$ cat src/rtl/unidade_controle_jogo.sv
// Game controller FSM for a memory-sequence game. It paces the LED display,
// collects plays and decides win, loss or timeout.
module unidade_controle_jogo #(
  parameter int LED_CYCLES     = 500,
  parameter int GAP_CYCLES     = 10,
  parameter int TIMEOUT_CYCLES = 5000
) (
  input  logic       clock,
  input  logic       reset,
  input  logic       jogar,
  input  logic       jogada_feita,
  input  logic       jogada_correta,
  input  logic       endereco_igual_rodada,
  input  logic       fim_rodadas,
  output logic       zera_e,
  output logic       conta_e,
  output logic       zera_r,
  output logic       conta_r,
  output logic       registra_r,
  output logic       mostra_led,
  output logic       pronto,
  output logic       ganhou,
  output logic       perdeu,
  output logic       db_timeout,
  output logic [3:0] db_estado
);

  typedef enum logic [3:0] {
    S_INICIAL     = 4'h0,
    S_PREPARA     = 4'h1,
    S_MOSTRA      = 4'h2,
    S_APAGA       = 4'h3,
    S_PROX_LED    = 4'h4,
    S_ZERA_END    = 4'h5,
    S_ESPERA      = 4'h6,
    S_REGISTRA    = 4'h7,
    S_COMPARA     = 4'h8,
    S_PROX_JOGADA = 4'h9,
    S_PROX_RODADA = 4'hA,
    S_FIM_ACERTO  = 4'hB,
    S_FIM_ERRO    = 4'hC,
    S_FIM_TIMEOUT = 4'hD
  } state_t;

  localparam int DISP_MAX = (LED_CYCLES > GAP_CYCLES) ? LED_CYCLES : GAP_CYCLES;
  localparam int DISP_W   = $clog2(DISP_MAX + 1);
  localparam int ESP_W    = $clog2(TIMEOUT_CYCLES + 1);

  localparam logic [DISP_W-1:0] LED_LAST = DISP_W'(LED_CYCLES - 1);
  localparam logic [DISP_W-1:0] GAP_LAST = DISP_W'(GAP_CYCLES - 1);
  localparam logic [DISP_W-1:0] DISP_SAT = DISP_W'(DISP_MAX);
  localparam logic [DISP_W-1:0] DISP_ONE = DISP_W'(1);
  localparam logic [ESP_W-1:0]  ESP_LAST = ESP_W'(TIMEOUT_CYCLES - 1);
  localparam logic [ESP_W-1:0]  ESP_SAT  = ESP_W'(TIMEOUT_CYCLES);
  localparam logic [ESP_W-1:0]  ESP_ONE  = ESP_W'(1);

  state_t             state_q, state_d;
  logic [DISP_W-1:0]  tmr_disp_q, tmr_disp_d;
  logic [ESP_W-1:0]   tmr_esp_q, tmr_esp_d;

  // NOTE: sequential state uses non-blocking assignments so every register
  // samples the pre-edge values, independent of process evaluation order.
  always_ff @(posedge clock or negedge reset) begin
    if (!reset) begin
      state_q    <= S_INICIAL;
      tmr_disp_q <= '0;
      tmr_esp_q  <= '0;
    end else begin
      state_q    <= state_d;
      tmr_disp_q <= tmr_disp_d;
      tmr_esp_q  <= tmr_esp_d;
    end
  end

  // NOTE: next state gets a default before the case so no path leaves it
  // unassigned, which would otherwise infer a latch.
  always_comb begin
    state_d = state_q;
    unique case (state_q)
      S_INICIAL:     if (jogar) state_d = S_PREPARA;
      S_PREPARA:     state_d = S_MOSTRA;
      S_MOSTRA:      if (tmr_disp_q == LED_LAST) state_d = S_APAGA;
      S_APAGA: begin
        if (tmr_disp_q == GAP_LAST)
          state_d = endereco_igual_rodada ? S_ZERA_END : S_PROX_LED;
      end
      S_PROX_LED:    state_d = S_MOSTRA;
      S_ZERA_END:    state_d = S_ESPERA;
      S_ESPERA: begin
        // A play arriving on the last allowed cycle beats the timeout.
        if (jogada_feita)               state_d = S_REGISTRA;
        else if (tmr_esp_q == ESP_LAST) state_d = S_FIM_TIMEOUT;
      end
      S_REGISTRA:    state_d = S_COMPARA;
      S_COMPARA: begin
        if (!jogada_correta)             state_d = S_FIM_ERRO;
        else if (!endereco_igual_rodada) state_d = S_PROX_JOGADA;
        else if (fim_rodadas)            state_d = S_FIM_ACERTO;
        else                             state_d = S_PROX_RODADA;
      end
      S_PROX_JOGADA: state_d = S_ESPERA;
      S_PROX_RODADA: state_d = S_MOSTRA;
      S_FIM_ACERTO,
      S_FIM_ERRO,
      S_FIM_TIMEOUT: if (jogar) state_d = S_PREPARA;
      default:       state_d = S_INICIAL;
    endcase
  end

  // Timers restart on every state entry and saturate instead of wrapping.
  always_comb begin
    tmr_disp_d = '0;
    tmr_esp_d  = '0;
    if (state_d == state_q && (state_q == S_MOSTRA || state_q == S_APAGA))
      tmr_disp_d = (tmr_disp_q == DISP_SAT) ? tmr_disp_q : tmr_disp_q + DISP_ONE;
    if (state_d == state_q && state_q == S_ESPERA)
      tmr_esp_d = (tmr_esp_q == ESP_SAT) ? tmr_esp_q : tmr_esp_q + ESP_ONE;
  end

  always_comb begin
    zera_e     = 1'b0;
    conta_e    = 1'b0;
    zera_r     = 1'b0;
    conta_r    = 1'b0;
    registra_r = 1'b0;
    mostra_led = 1'b0;
    pronto     = 1'b0;
    ganhou     = 1'b0;
    perdeu     = 1'b0;
    db_timeout = 1'b0;
    unique case (state_q)
      S_PREPARA: begin
        zera_e = 1'b1;
        zera_r = 1'b1;
      end
      S_MOSTRA:      mostra_led = 1'b1;
      S_PROX_LED:    conta_e    = 1'b1;
      S_ZERA_END:    zera_e     = 1'b1;
      S_REGISTRA:    registra_r = 1'b1;
      S_PROX_JOGADA: conta_e    = 1'b1;
      S_PROX_RODADA: begin
        conta_r = 1'b1;
        zera_e  = 1'b1;
      end
      S_FIM_ACERTO: begin
        pronto = 1'b1;
        ganhou = 1'b1;
      end
      S_FIM_ERRO: begin
        pronto = 1'b1;
        perdeu = 1'b1;
      end
      S_FIM_TIMEOUT: begin
        pronto     = 1'b1;
        perdeu     = 1'b1;
        db_timeout = 1'b1;
      end
      default: ;
    endcase
  end

  assign db_estado = state_q;

endmodule
$ cat config.mk
export PLATFORM = sky130hd
export DESIGN_NAME = unidade_controle_jogo
export DESIGN_NICKNAME = d
export VERILOG_FILES = /design/src/rtl/unidade_controle_jogo.sv
export SDC_FILE = /design/constraint.sdc
export NUM_CORES = 1
export LEC_CHECK = 0
export BUFFER_PORTS_ARGS = -buffer_cell sky130_fd_sc_hd__buf_4
export CORE_ASPECT_RATIO = 2
export CORE_MARGIN = 2
export CORE_UTILIZATION = 45
export DETAILED_ROUTE_END_ITERATION = 8
export PLACE_DENSITY = 0.72
export SLEW_MARGIN = 10
export SYNTH_ARGS = -nofsm -noshare
export SYNTH_HDL_FRONTEND = slang
export SYNTH_SLANG_ARGS = --single-unit
$ cat constraint.sdc
create_clock -name clock -period 1.7 [get_ports clock]
set_input_delay 0.34 -clock clock [delete_from_list [all_inputs] [get_ports clock]]
set_output_delay 0.34 -clock clock [all_outputs]
set_load 0.02 [all_outputs]
==> impl_metrics.env <==
export IMPL_core_mm2=0.003646
export IMPL_synth_commonest_cells="32 x nor2_1, 26 x dfrtp_1, 12 x nand2_1, 12 x xnor2_1, 9 x nand3_1"
export IMPL_wl_per_cell_um=17.15
export IMPL_fin_tns_setup_ns=-0.4704
export IMPL_power_switching_uw=1059
export IMPL_routed_wl_um=5128
export IMPL_track_usage_pct=23.99
export IMPL_synth_seq_cells=26
export IMPL_chipWidth_um=47.69
export IMPL_io_buffers=20
export IMPL_crit_start="db_estado[0]"
export IMPL_synth_cell_type_count=47
export IMPL_post_route_period_util_pct=108.2
export IMPL_yosysTopAreaCellShare_pct=37.87
export IMPL_ys_async_sr_fraction_pct=100.0
export IMPL_failed_checks="setup timing"
export IMPL_yosys_warnings=0
export IMPL_cp_start_kind="flip-flop"
export IMPL_drc_errors=0
export IMPL_syn_inst=193
export IMPL_fillers=284
export IMPL_io_pins=21
export IMPL_p_sw_share_pct=38.89
export IMPL_via_per_inst=5.826
export IMPL_holdPathStages=2
export IMPL_cts_htree_levels=1
export IMPL_gp_congestion=0.8395
export IMPL_status="finished with violations"
export IMPL_synth_ff_type="dfrtp_1"
export IMPL_row_count=31
export IMPL_fin_worst_skew_ns=0.004272
export IMPL_drtPass1Iterations=4
export IMPL_cp_max_fo=8
export IMPL_powerDensity_mw_per_mm2=1071
export IMPL_rsz0062_at_grt="true"
export IMPL_hp_class="input port to flip-flop"
export IMPL_hpwlAfterDp_um=3640
export IMPL_grt_max_degree=27
export IMPL_antenna_found_initial=0
export IMPL_start_util_pct=47.12
export IMPL_syn_area_per_cell_um2=8.901
export IMPL_die_h_um=91.38
export IMPL_ant_nets=0
export IMPL_clock_sinks=26
export IMPL_pwr_share_seq_pct=29.3
export IMPL_path_clk_slew_ns=0.09
export IMPL_clk_path_buf_depth=2
export IMPL_slew_headroom_pct=74.87
export IMPL_drv_cap=0
export IMPL_combPwrFrac_pct=56.5
export IMPL_pre_cts_ws_ns=-0.1167
export IMPL_grt_pass1_vias=1745
export IMPL_synth_area_top_cells="dfrtp_1 38%, nor2_1 7.0%, xnor2_1 6.1%"
export IMPL_via_count=1742
export IMPL_slew_violations=0
export IMPL_clock_power_share_pct=14.2
export IMPL_yosysSeqAreaShare_pct=37.87
export IMPL_clkLatencyLatePin_ns=0.26
export IMPL_post_synth_top_count_cell="nor2_1"
export IMPL_r2r_start="tmr_disp_q[0]"
export IMPL_n_antenna_cell=0
export IMPL_cts_buffers=3
export IMPL_required_ns=1.36
export IMPL_layoutNonFillerInstCount=299
export IMPL_drt_iter0_drc=50
export IMPL_areaGrowthSynthToFinish_pct=48.07
export IMPL_finalSetupViolations=8
export IMPL_finalCriticalPeriod_ns=1.840
export IMPL_dieArea_mm2=0.004358
export IMPL_worstMarginPinSlew_ns=0.3722
export IMPL_internal_power_uw=1664
export IMPL_ir_worst_vdd_v=0.0006114
export IMPL_total_power_uw=2724
export IMPL_fin_nets=263
export IMPL_grt_pass1_wl_um=7527
export IMPL_crit_type="flip-flop to primary output"
export IMPL_drive_gt1_share_pct=40.40
export IMPL_rr_worst_depth=6
export IMPL_fin_area_mm2=0.002544
export IMPL_hold_violations=0
export IMPL_setup_slack_ns=-0.1397
export IMPL_synth_edf_count=0
export IMPL_leakage_uw=0.001046
export IMPL_cts_root_buf="clkbuf_8"
export IMPL_critical_path_arrival_ns=1.50
export IMPL_synth_fp_nets=205
export IMPL_synth_area_mm2=0.001718
export IMPL_cts_tree="built"
export IMPL_placed_cells=288
export IMPL_yosys_area_top_type="dfrtp_1"
export IMPL_placed_area_mm2=0.002195
export IMPL_fmax_ghz=0.5436
export IMPL_grt_overflow_total=0
export IMPL_crit_path_end_kind="primary output"
export IMPL_hp_start="jogada_feita"
## per-stage QoR
step	util [%]	hold WS (ns)
6_report	69.77	0.2748
5_1_grt	69.77	0.2741
4_1_cts	65.58	0.2739
3_5_place_dp	60.19	0.2652
3_3_place_gp	60.19	0.2622
2_1_floorplan	-	0.04441
## power by group through the flow
stage	Sequential (uW)	Combinational (uW)	Clock [uW]
2_1_floorplan	796	594	0
3_3_place_gp	773	1090	0
3_5_place_dp	778	1110	0
4_1_cts	766	1310	398
5_1_grt	804	1620	425
6_report	798	1540	388
## cell families (layout without fill, tap and decap cells)
logic type               Yosys count  in the layout  share of synthesized area (%)
AND/OR/NAND/NOR                   96             96                          29.43
AO/OA/AOI/OAI                     31             31                          14.28
flip-flops                        26             26                          37.87
XOR/XNOR                          17             17                          8.667
buffers and inverters             15             72                          4.370
adder cells (fa/ha/maj)            5              5                          3.642
multiplexers                       3              3                          1.748
## metal layers
layer / vias up / wire [um] / global-route usage [%]
li1: 810 / - / -
met2: 48 / 3035 / 48.22
met3: 19 / 138 / 2.584
met4: 0 / 247 / 9.459
met1: 865 / 1708 / 20.13
met5: - / 0 / 0
## critical path: stages, from the launching register on
cell	delay, ns
dfrtp_1	0.42
buf_6	0.15
or3_4	0.38
a21oi_2	0.15
buf_6	0.13
## sequential cells by signal, indices dropped and copies added (netlist names)
register and flops:
db_estado 4, tmr_disp_q 9, tmr_esp_q 13
## final cells by class
cell class	instances	area (um2)	share of cell area [%]
clock buffers	4	55.05	2.164
repair buffers	60	538.0	21.15
flip-flops and latches	26	654.4	25.73
inverters	8	30.03	1.181
well taps	49	61.31	2.410
multi-input cells	152	1205	47.37
## cells in the final DEF (no fill, tap or decap), types with 4 or more instances in the layout
cell      instances
and3_1            4
inv_1             4
xor2_1            5
nand2_1          10
a21oi_1           4
clkbuf_8          4
buf_6            16
nor2_1           27
nand2b_1          4
inv_2             4
nand4_1           8
o21ai_0           4
xnor2_1          11
buf_4            41
dfrtp_1          23
nand3_1           9
## worst paths after layout
path	endpoint	slack [ns]
max	conta_e	-0.14
min	db_estado[3]	0.27
max reg2reg	tmr_disp_q[1]	-0.07
min reg2reg	tmr_esp_q[12]	0.55
max in group asynchronous	tmr_disp_q[0]	0.91
min in group asynchronous	tmr_esp_q[10]	0.51
## repair_timing
action	4_1_cts	5_1_grt
setup endpoints to repair	19	22
pin swaps	5	7
resized for setup	24	28
endpoints found under the hold margin	26	0
hold buffers	1	0
gates cloned	0	0
buffers inserted	4	3
(Power assumes the default switching activity.)
